`config.mk`:
```
export PLATFORM = sky130hd
export DESIGN_NAME = level_detector_flat
export DESIGN_NICKNAME = d
export VERILOG_FILES = /design/src/rtl/level_detector_pkg.sv /design/src/rtl/level_detector_if.sv /design/src/rtl/level_detector_debounce_counter.sv /design/src/rtl/level_detector.sv /design/src/flat_wrapper.sv
export SDC_FILE = /design/constraint.sdc
export NUM_CORES = 1
export LEC_CHECK = 0
export ABC_AREA = 0
export BUFFER_PORTS_ARGS = -buffer_cell sky130_fd_sc_hd__buf_2
export CAP_MARGIN = 20
export CELL_PAD_IN_SITES_DETAIL_PLACEMENT = 1
export CELL_PAD_IN_SITES_GLOBAL_PLACEMENT = 1
export CORE_ASPECT_RATIO = 1.2
export CORE_MARGIN = 4
export CORE_UTILIZATION = 41
export DETAILED_ROUTE_END_ITERATION = 8
export GPL_TIMING_DRIVEN = 0
export PLACE_DENSITY_LB_ADDON = 0.1
export SYNTH_ARGS = -nofsm -noshare
export SYNTH_HDL_FRONTEND = slang
export SYNTH_SLANG_ARGS = --single-unit
```
`constraint.sdc`:
```
create_clock -name clk -period 3 [get_ports clk]
set_input_delay 0.3 -clock clk [delete_from_list [all_inputs] [get_ports clk]]
set_output_delay 0.3 -clock clk [all_outputs]
set_load 0.005 [all_outputs]
```
`src/rtl/level_detector_pkg.sv`:
```
// Shared definitions for the level detector: default widths (common with the
// moving-average stage) and the classifier state encoding.
package level_detector_pkg;

    localparam int DW_DEF = 10;   // sample / threshold width
    localparam int HW_DEF = 4;    // debounce hold count width
    localparam int EW_DEF = 16;   // rise event counter width

    typedef enum logic [1:0] {
        ST_LOW       = 2'd0,
        ST_RISE_PEND = 2'd1,
        ST_HIGH      = 2'd2,
        ST_FALL_PEND = 2'd3
    } ld_state_e;

endpackage

```
`src/rtl/level_detector_if.sv`:
```
// Sample/config/result bundle between the filter side (master) and the
// level detector (slave).
interface level_detector_if
    import level_detector_pkg::*;
#(
    parameter int DW = DW_DEF,
    parameter int HW = HW_DEF,
    parameter int EW = EW_DEF
) ();

    logic [DW-1:0] data_in;
    logic          e_in;
    logic [DW-1:0] th_hi;
    logic [DW-1:0] th_lo;
    logic [HW-1:0] hold;
    logic          clr_cnt;
    logic          level;
    logic          rise;
    logic          fall;
    logic [DW-1:0] peak;
    logic          peak_valid;
    logic [EW-1:0] evt_cnt;

    modport master (
        output data_in, e_in, th_hi, th_lo, hold, clr_cnt,
        input  level, rise, fall, peak, peak_valid, evt_cnt
    );

    modport slave (
        input  data_in, e_in, th_hi, th_lo, hold, clr_cnt,
        output level, rise, fall, peak, peak_valid, evt_cnt
    );

endinterface

```
`src/rtl/level_detector_debounce_counter.sv`:
```
// Consecutive-sample debounce counter shared by the rise and fall pending
// phases. done_o is combinational so the owning FSM can switch state on the
// same edge that accepts the completing sample.
module level_detector_debounce_counter
    import level_detector_pkg::*;
#(
    parameter int HW = HW_DEF
) (
    input  logic          clk,
    input  logic          nRST,
    input  logic          en_i,       // a sample is accepted this cycle
    input  logic          qualify_i,  // accepted sample meets the active threshold
    input  logic          restart_i,  // first qualifying sample of a new run
    input  logic [HW-1:0] hold_i,
    output logic          done_o
);

    logic [HW-1:0] count_q;
    logic [HW-1:0] count_d;
    logic [HW:0]   count_inc_s;
    logic [HW-1:0] hold_eff_s;
    logic          done_s;

    // Next count and completion flag; a hold of 0 behaves like a hold of 1.
    always_comb begin
        hold_eff_s  = (hold_i == {HW{1'b0}}) ? {{(HW-1){1'b0}}, 1'b1} : hold_i;
        count_inc_s = restart_i ? {{HW{1'b0}}, 1'b1}
                                : ({1'b0, count_q} + {{HW{1'b0}}, 1'b1});
        done_s      = 1'b0;
        count_d     = count_q;
        if (en_i) begin
            if (qualify_i) begin
                if (count_inc_s >= {1'b0, hold_eff_s}) begin
                    done_s  = 1'b1;
                    count_d = {HW{1'b0}};
                end else begin
                    count_d = count_inc_s[HW-1:0];
                end
            end else begin
                count_d = {HW{1'b0}};
            end
        end else begin
            count_d = count_q;
        end
    end

    // Count register; progress is kept across idle cycles.
    always_ff @(posedge clk or negedge nRST) begin
        if (!nRST) begin
            count_q <= {HW{1'b0}};
        end else begin
            count_q <= count_d;
        end
    end

    assign done_o = done_s;

endmodule

```
`src/rtl/level_detector.sv`:
```
// Hysteresis level classifier with debounced transitions, rise/fall pulses,
// per-episode peak capture and a saturating rise counter.
module level_detector
    import level_detector_pkg::*;
#(
    parameter int DW = DW_DEF,
    parameter int HW = HW_DEF,
    parameter int EW = EW_DEF
) (
    input  logic            clk,
    input  logic            nRST,
    level_detector_if.slave bus
);

    ld_state_e     state_q;
    logic          level_q;
    logic          rise_q;
    logic          fall_q;
    logic [DW-1:0] peak_q;
    logic          peak_valid_q;
    logic [EW-1:0] evt_cnt_q;
    logic [DW-1:0] tracker_q;

    logic          hi_ok_s;
    logic          lo_ok_s;
    logic          qualify_s;
    logic          restart_s;
    logic          done_s;
    logic          rising_s;
    logic [DW-1:0] peak_max_s;

    // Threshold tests for the current state and running-max candidate.
    always_comb begin
        hi_ok_s    = (bus.data_in >= bus.th_hi);
        lo_ok_s    = (bus.data_in <= bus.th_lo);
        peak_max_s = (bus.data_in > tracker_q) ? bus.data_in : tracker_q;
        restart_s  = (state_q == ST_LOW) || (state_q == ST_HIGH);
        case (state_q)
            ST_LOW, ST_RISE_PEND:  qualify_s = hi_ok_s;
            ST_HIGH, ST_FALL_PEND: qualify_s = lo_ok_s;
            default:               qualify_s = hi_ok_s;
        endcase
        rising_s = bus.e_in && done_s &&
                   ((state_q == ST_LOW) || (state_q == ST_RISE_PEND));
    end

    level_detector_debounce_counter #(.HW(HW)) u_debounce (
        .clk       (clk),
        .nRST      (nRST),
        .en_i      (bus.e_in),
        .qualify_i (qualify_s),
        .restart_i (restart_s),
        .hold_i    (bus.hold),
        .done_o    (done_s)
    );

    // Classifier FSM with registered level, pulses, peak and tracker.
    always_ff @(posedge clk or negedge nRST) begin
        if (!nRST) begin
            state_q      <= ST_LOW;
            level_q      <= 1'b0;
            rise_q       <= 1'b0;
            fall_q       <= 1'b0;
            peak_q       <= {DW{1'b0}};
            peak_valid_q <= 1'b0;
            tracker_q    <= {DW{1'b0}};
        end else begin
            rise_q       <= 1'b0;
            fall_q       <= 1'b0;
            peak_valid_q <= 1'b0;
            if (bus.e_in) begin
                case (state_q)
                    ST_LOW, ST_RISE_PEND: begin
                        if (done_s) begin
                            state_q   <= ST_HIGH;
                            level_q   <= 1'b1;
                            rise_q    <= 1'b1;
                            tracker_q <= bus.data_in;
                        end else if (hi_ok_s) begin
                            state_q <= ST_RISE_PEND;
                        end else begin
                            state_q <= ST_LOW;
                        end
                    end
                    ST_HIGH, ST_FALL_PEND: begin
                        tracker_q <= peak_max_s;
                        if (done_s) begin
                            state_q      <= ST_LOW;
                            level_q      <= 1'b0;
                            fall_q       <= 1'b1;
                            peak_q       <= peak_max_s;
                            peak_valid_q <= 1'b1;
                        end else if (lo_ok_s) begin
                            state_q <= ST_FALL_PEND;
                        end else begin
                            state_q <= ST_HIGH;
                        end
                    end
                    default: begin
                        state_q <= ST_LOW;
                        level_q <= 1'b0;
                    end
                endcase
            end
        end
    end

    // Saturating rise counter; a clear wins over a simultaneous rise.
    always_ff @(posedge clk or negedge nRST) begin
        if (!nRST) begin
            evt_cnt_q <= {EW{1'b0}};
        end else if (bus.clr_cnt) begin
            evt_cnt_q <= {EW{1'b0}};
        end else if (rising_s && (evt_cnt_q != {EW{1'b1}})) begin
            evt_cnt_q <= evt_cnt_q + {{(EW-1){1'b0}}, 1'b1};
        end
    end

    assign bus.level      = level_q;
    assign bus.rise       = rise_q;
    assign bus.fall       = fall_q;
    assign bus.peak       = peak_q;
    assign bus.peak_valid = peak_valid_q;
    assign bus.evt_cnt    = evt_cnt_q;

endmodule

```
`src/flat_wrapper.sv`:
```
// flat-port wrapper written by rule: the top's interface ports become plain ports
module level_detector_flat import level_detector_pkg::*;
#(
    parameter int DW = DW_DEF,
    parameter int HW = HW_DEF,
    parameter int EW = EW_DEF
)
  (clk, nRST, bus_data_in, bus_e_in, bus_th_hi, bus_th_lo, bus_hold, bus_clr_cnt, bus_level, bus_rise, bus_fall, bus_peak, bus_peak_valid, bus_evt_cnt);
  level_detector_if #(.DW(DW), .HW(HW), .EW(EW)) bus_i ();
  input  logic clk;
  input  logic nRST;
  input wire logic [$bits(bus_i.data_in)-1:0] bus_data_in;
  input wire logic [$bits(bus_i.e_in)-1:0] bus_e_in;
  input wire logic [$bits(bus_i.th_hi)-1:0] bus_th_hi;
  input wire logic [$bits(bus_i.th_lo)-1:0] bus_th_lo;
  input wire logic [$bits(bus_i.hold)-1:0] bus_hold;
  input wire logic [$bits(bus_i.clr_cnt)-1:0] bus_clr_cnt;
  output wire logic [$bits(bus_i.level)-1:0] bus_level;
  output wire logic [$bits(bus_i.rise)-1:0] bus_rise;
  output wire logic [$bits(bus_i.fall)-1:0] bus_fall;
  output wire logic [$bits(bus_i.peak)-1:0] bus_peak;
  output wire logic [$bits(bus_i.peak_valid)-1:0] bus_peak_valid;
  output wire logic [$bits(bus_i.evt_cnt)-1:0] bus_evt_cnt;
  assign bus_i.data_in = bus_data_in;
  assign bus_i.e_in = bus_e_in;
  assign bus_i.th_hi = bus_th_hi;
  assign bus_i.th_lo = bus_th_lo;
  assign bus_i.hold = bus_hold;
  assign bus_i.clr_cnt = bus_clr_cnt;
  assign bus_level = bus_i.level;
  assign bus_rise = bus_i.rise;
  assign bus_fall = bus_i.fall;
  assign bus_peak = bus_i.peak;
  assign bus_peak_valid = bus_i.peak_valid;
  assign bus_evt_cnt = bus_i.evt_cnt;
  level_detector #(.DW(DW), .HW(HW), .EW(EW)) u_core (.clk(clk), .nRST(nRST), .bus(bus_i));
endmodule
```
# Word level (Yosys, flattened, before mapping)
# Cells that the tools add are included.
# op_classes
n_addsub	2
magnitude_cmp	4
n_eq_ne	6
n_mux	26
reduce_logical	13
# ops
op	n
2-to-1 mux 16 bit	2
2-to-1 mux 10 bit	2
one-hot mux 10 bit (2 select lines)	1
adder 16 x 1 -> 16 bit, second input constant	1
inequality test 16 bit, second input constant	1
2-to-1 mux 1 bit	12
2-to-1 mux 4 bit	3
greater-or-equal comparator 10 bit	1
greater-than comparator 10 bit	1
<= comparator 10 bit	1
AND reduction 3 bit	2
adder 4 x 1 -> 5 bit, second input constant	1
greater-or-equal comparator 5 x 4 -> 1 bit	1
2-to-1 mux 5 bit	1
== test 2 bit, second input constant	2
logical NOT 4 bit	1
2-to-1 mux 2 bit	2
inequality test 2 x 1 -> 1 bit, second input constant	2
one-hot mux 1 bit (2 select lines)	2
one-hot mux 2 bit (2 select lines)	1
OR reduction 2 bit	2
logical AND 1 bit	3
== test 2 x 1 -> 1 bit, second input constant	1
logical NOT 2 bit	1
other kinds (3)	4
# word_totals
ff_bits	45
input_bits	38
out_inout_bits	30
wordCells	59

# Logic depth before layout (Yosys ltp)
# logic_depth
depth_word	12
mapped_depth	12
ltp_nobuf	12

# Hierarchy
# From an unflattened synthesis, not the netlist that was laid out.
# hier_totals
cells_unflattened	314
hier_area_um2	3088.0
# by_module_without_submodules
module	instances	cells_each	area_per_inst_um2	seq_area_each_um2
level_detector	1	276	2731.4	1026.0
level_detector_debounce_counter	1	38	356.6	100.1

# Least setup slack after synthesis
# OpenSTA, ideal clock, no wires.
# synth_timing
kind	register to register
startpoint	reg u_core.u_debounce.count_q[0]
endpoint	reg u_core.evt_cnt_q[8], in the netlist u_core.bus.evt_cnt[8]
setup_time_ns	0.125
arrival_time_ns	2.456
t_required_ns	2.875
slack_ns	0.419
path_stages_with_launch	12
n_path_buf	1
period_less_slack_ns	2.581
path_cell_list	dfrtp_1 -> ha_1 -> xor2_1 -> nand2_1 -> inv_1 -> ha_1 -> o21ai_0 -> o21ai_1 -> o2111ai_4 -> buf_6 -> nor4b_1 -> mux2_2
# synth_via
elab_chain_cells	10
# synth_lines
item	line_no	text
from (decl)	level_detector_debounce_counter.sv:18	logic [HW-1:0] count_q;
from (signal assigned)	level_detector_debounce_counter.sv:50	count_q <= {HW{1'b0}};
from (signal assigned)	level_detector_debounce_counter.sv:52	count_q <= count_d;
adder 4 x 1 -> 5 bit	level_detector_debounce_counter.sv:28	: ({1'b0, count_q} + {{HW{1'b0}}, 1'b1});
2-to-1 mux 5 bit	level_detector_debounce_counter.sv:27	count_inc_s = restart_i ? {{HW{1'b0}}, 1'b1}
greater-or-equal comparator 5 x 4 -> 1 bit	level_detector_debounce_counter.sv:33	if (count_inc_s >= {1'b0, hold_eff_s}) begin
2-to-1 mux 1 bit	level_detector_debounce_counter.sv:33	
2-to-1 mux 1 bit	level_detector_debounce_counter.sv:32	if (qualify_i) begin
2-to-1 mux 1 bit	level_detector_debounce_counter.sv:31	if (en_i) begin
logical AND 1 bit (2 in series)	level_detector.sv:43	rising_s = bus.e_in && done_s &&
logical AND 1 bit	level_detector.sv:114	end else if (rising_s && (evt_cnt_q != {EW{1'b1}})) begin
nonzero test 2 bit (no line)	-	
to (signal assigned)	level_detector.sv:111	evt_cnt_q <= {EW{1'b0}};
to (signal assigned)	level_detector.sv:113	evt_cnt_q <= {EW{1'b0}};
to (signal assigned)	level_detector.sv:115	evt_cnt_q <= evt_cnt_q + {{(EW-1){1'b0}}, 1'b1};
to (decl)	level_detector.sv:21	logic [EW-1:0] evt_cnt_q;
# No other way between the ends.
# A chain may end at the register's enable or synchronous reset.

# Final worst setup path
# layout_timing
startpoint	reg u_core.u_debounce.count_q[0]
endpoint	reg u_core.evt_cnt_q[9], in the netlist u_core.bus.evt_cnt[9]
# The elaborated chain is that of the path after synthesis.

==> impl_metrics.tcl <==
set metrics [dict create \
    status "finished, final reports clean" \
    vias 2668 \
    netlist_instances 327 \
    tightest_slew_ns 0.759 \
    drt-pass1-iter-count 4 \
    critPathMaxStageDelay_ns 0.41 \
    yosysTopAreaCell "dfrtp_1" \
    root_buffer "clkbuf_8" \
    grt_pass1_vias 2817 \
    syn_area_per_cell_sq_um 9.39 \
    cap_viol_max_count 0 \
    wire_per_inst_um 16.3 \
    cp_common_cell "ha_1" \
    ant_nets 0 \
    worstSetupEndpointType "flip-flop" \
    track_usage_pct 18.9 \
    worstPathRequired_ns 3.19 \
    syn_area_sq_um 3070 \
    ys_seq_elements 45 \
    fin_nets 478 \
    final_cells 493 \
    drive_above_1_share_pct 25.3 \
    crit_start "u_core.u_debounce.count_q[0]" \
    grt_setup_unrepaired "false" \
    critPathKind "reg -> reg" \
    endpoint "u_core.bus.evt_cnt[9]" \
    cts_buffers 5 \
    drt_iter0_markers 28 \
    filler_cell_count 875 \
    die_x_um 87 \
    min_period_ns 2.75 \
    p_per_area_nw_per_um2 630 \
    synth-seq-area-share_pct 36.7 \
    grt_pass1_wl_um 13300 \
    clkTransAtPathRegs_ns 0.10 \
    yosysTopAreaCellShare_pct 36.7 \
    ir_drop_mv 0.315 \
    core_area_sq_um 7270 \
    hp-class "in -> reg" \
    ys_warn_count 0 \
    synth_cell_types 49 \
    final_area_sq_um 3640 \
    postPlaceCellArea_sq_um 3510 \
    grt_start_max_net_pins 46 \
    relSlewSlack_pct 48.1 \
    port_buffers 66 \
    finalHoldViolCount 0 \
    clkLatencyLatePin_ns 0.31 \
    antenna_found_initial 0 \
    clock-sinks 45 \
    crit_path_top_delay_cell "dfrtp_1" \
    detailed_place_hpwl_um 6180 \
    path_depth 11 \
    start_kind "flip-flop" \
    fin_crit_sh_pct 91.7 \
    rr_startpoint "u_core.u_debounce.count_q[0]" \
    setup_viol 0 \
    grt_overflow_total 0 \
    crit_arrival_ns 2.94 \
    antenna_cells 0 \
    rrSetupSlack_ns 0.25 \
    syn_nets 403 \
    die-area_sq_um 8940 \
    synth.area.top_cells "dfrtp_1, ha_1, inv_1" \
    worstReg2RegEnd "u_core.bus.evt_cnt[9]" \
    drc 0 \
    io_pins 68 \
    syn_to_final_growth_pct 18.7 \
    placed_cells 483 \
    async_reset_ff_share_pct 100 \
    fmax_mhz 364 \
    start_util_pct 42.2 \
    finClkSkew_ns 0.0109 \
    clock_tree.buffer_depth 2 \
    fp-row-count 34 \
    slew_viol_final 0 \
    synth_edf_count 0 \
    path_cells "ha_1 > xor2_1 > nand2_1 > inv_1 > ha_1 > o21ai_0 > o21ai_2 > o2111ai_4 > buf_6 > nor4_1 > mux2_2" \
    r2r.worst_path.cells 11 \
    p_leak_nw 1.86 \
    viasPerCell 5.41 \
    cts_tree "yes" \
    dieHeight_um 103 \
    cts_max_level 2 \
    synthFlopType "dfrtp_1" \
    cp.buffers_inverters 2 \
    gp_congestion 0.803 \
    crit_path_max_fanout 10 \
    cp_top_family "compound AO/OA/AOI/OAI gates" \
    drt_wl_total_um 8040 \
]
logic make-up after synthesis:
kind of cell / count (synthesis) / synth area share [%]
xor gates and xnor gates: 2 / 0.571
muxes: 22 / 8.88
adders and majority gates: 38 / 15.5
AOI/OAI and AO/OA: 79 / 16.4
DFF: 45 / 36.7
and+or+nand+nor: 84 / 14.6
buffers and inverters: 57 / 7.42
timing repair:
action                                  CTS  global route
endpoints found under the setup margin    1             1
hold buffers                              0             1
resized for setup                         1             1
endpoints found under the hold margin     0            17
setup buffers                             0             0
per-stage QoR:
| step | utilization, % | TNS, ns | power [mW] | hold slack [ns] | worst slack (ns) |
|---|---|---|---|---|---|
| after floorplan | - | 0 | 1.60 | 0.00441 | 0.419 |
| after global placement | 48.3 | 0 | 1.87 | 0.509 | 0.0787 |
| after detailed placement | 48.3 | -0.0537 | 1.90 | 0.520 | -0.0537 |
| after CTS | 49.6 | 0 | 2.32 | 0.218 | 0.0886 |
| after global routing | 50.1 | 0 | 2.49 | 0.249 | 0.00737 |
| final | 50.1 | 0 | 2.29 | 0.254 | 0.249 |
flip-flops by register name, summed over array words and instances (netlist names):
register,flops
u_core.tracker_q,10
u_core.u_debounce.count_q,4
u_core.bus.peak,10
u_core.bus.peak_valid,1
u_core.bus.level,1
u_core.bus.rise,1
u_core.bus.evt_cnt,16
u_core.state_q,2
area by class of cell:
class / count / area (sq um) / area share, %
clock inverters: 3 / 21.3 / 0.584
inverters: 46 / 173 / 4.74
repair buffers: 68 / 360 / 9.89
multi-input cells: 225 / 1730 / 47.4
well taps: 90 / 113 / 3.09
clock buffers: 5 / 68.8 / 1.89
flip-flops and latches: 45 / 1130 / 30.9
plain buffers: 11 / 55.1 / 1.51
power by group:
| part | leakage (nW) | switching [mW] | internal [mW] |
|---|---|---|---|
| logic | 1.24 | 0.488 | 0.500 |
| registers | 0.573 | 0.129 | 0.774 |
| clock network | 0.0445 | 0.237 | 0.166 |
cell usage in the layout (no fill, tap or decap), drive strengths merged, types with 2 or more instances in the layout:
cell type | netlist | routed
buf | 5 | 72
inv | 46 | 47
dfrtp | 45 | 45
ha | 38 | 38
a21oi | 33 | 33
nor2 | 23 | 23
o21ai | 20 | 20
nand2 | 13 | 13
mux2 | 12 | 12
or3 | 11 | 11
clkbuf | 6 | 11
mux2i | 10 | 10
nand4 | 9 | 9
nand3 | 8 | 8
a211oi | 6 | 6
nand2b | 5 | 5
o31ai | 4 | 4
nor2b | 4 | 4
o22ai | 3 | 3
or4 | 3 | 3
a41oi | 2 | 2
o21a | 2 | 2
nor4 | 2 | 2
metal layers:
| layer | vias to the layer above | wire, um | GRT usage, % |
|---|---|---|---|
| met1 | 1303 | 3490 | 22.9 |
| met2 | 47 | 4130 | 34.4 |
| li1 | 1308 | - | - |
| met4 | 0 | 130 | 5.40 |
| met5 | - | 0 | 0 |
| met3 | 10 | 288 | 2.88 |
synthesized netlist by cell type, types with 2 or more instances:
library cell	number
inv_1	46
dfrtp_1	45
ha_1	38
a21oi_1	33
nor2_1	23
o21ai_0	18
nand2_1	13
or3_1	11
mux2_4	10
mux2i_1	10
nand4_1	9
nand3_1	8
clkbuf_1	6
a211oi_1	5
nand2b_1	5
nor2b_1	4
o31ai_1	4
o22ai_1	3
a41oi_1	2
buf_2	2
mux2_2	2
o21a_1	2
or4_1	2
how the worst min path moves through the flow:
stage / from / to / slack (ns) / depth (start not counted)
after detailed placement: u_core.bus.peak[2] / u_core.bus.peak[2] / 0.52 / 2
after global routing: bus_data_in[0] / u_core.tracker_q[0] / 0.25 / 2
after floorplan: nRST / u_core.bus.evt_cnt[0] / 0.004 / 0
after global placement: u_core.bus.peak[3] / u_core.bus.peak[3] / 0.51 / 2
final: bus_data_in[0] / u_core.tracker_q[0] / 0.25 / 2
after CTS: nRST / u_core.u_debounce.count_q[3] / 0.22 / 1
No activity file was read; power rests on OpenSTA's default activity.
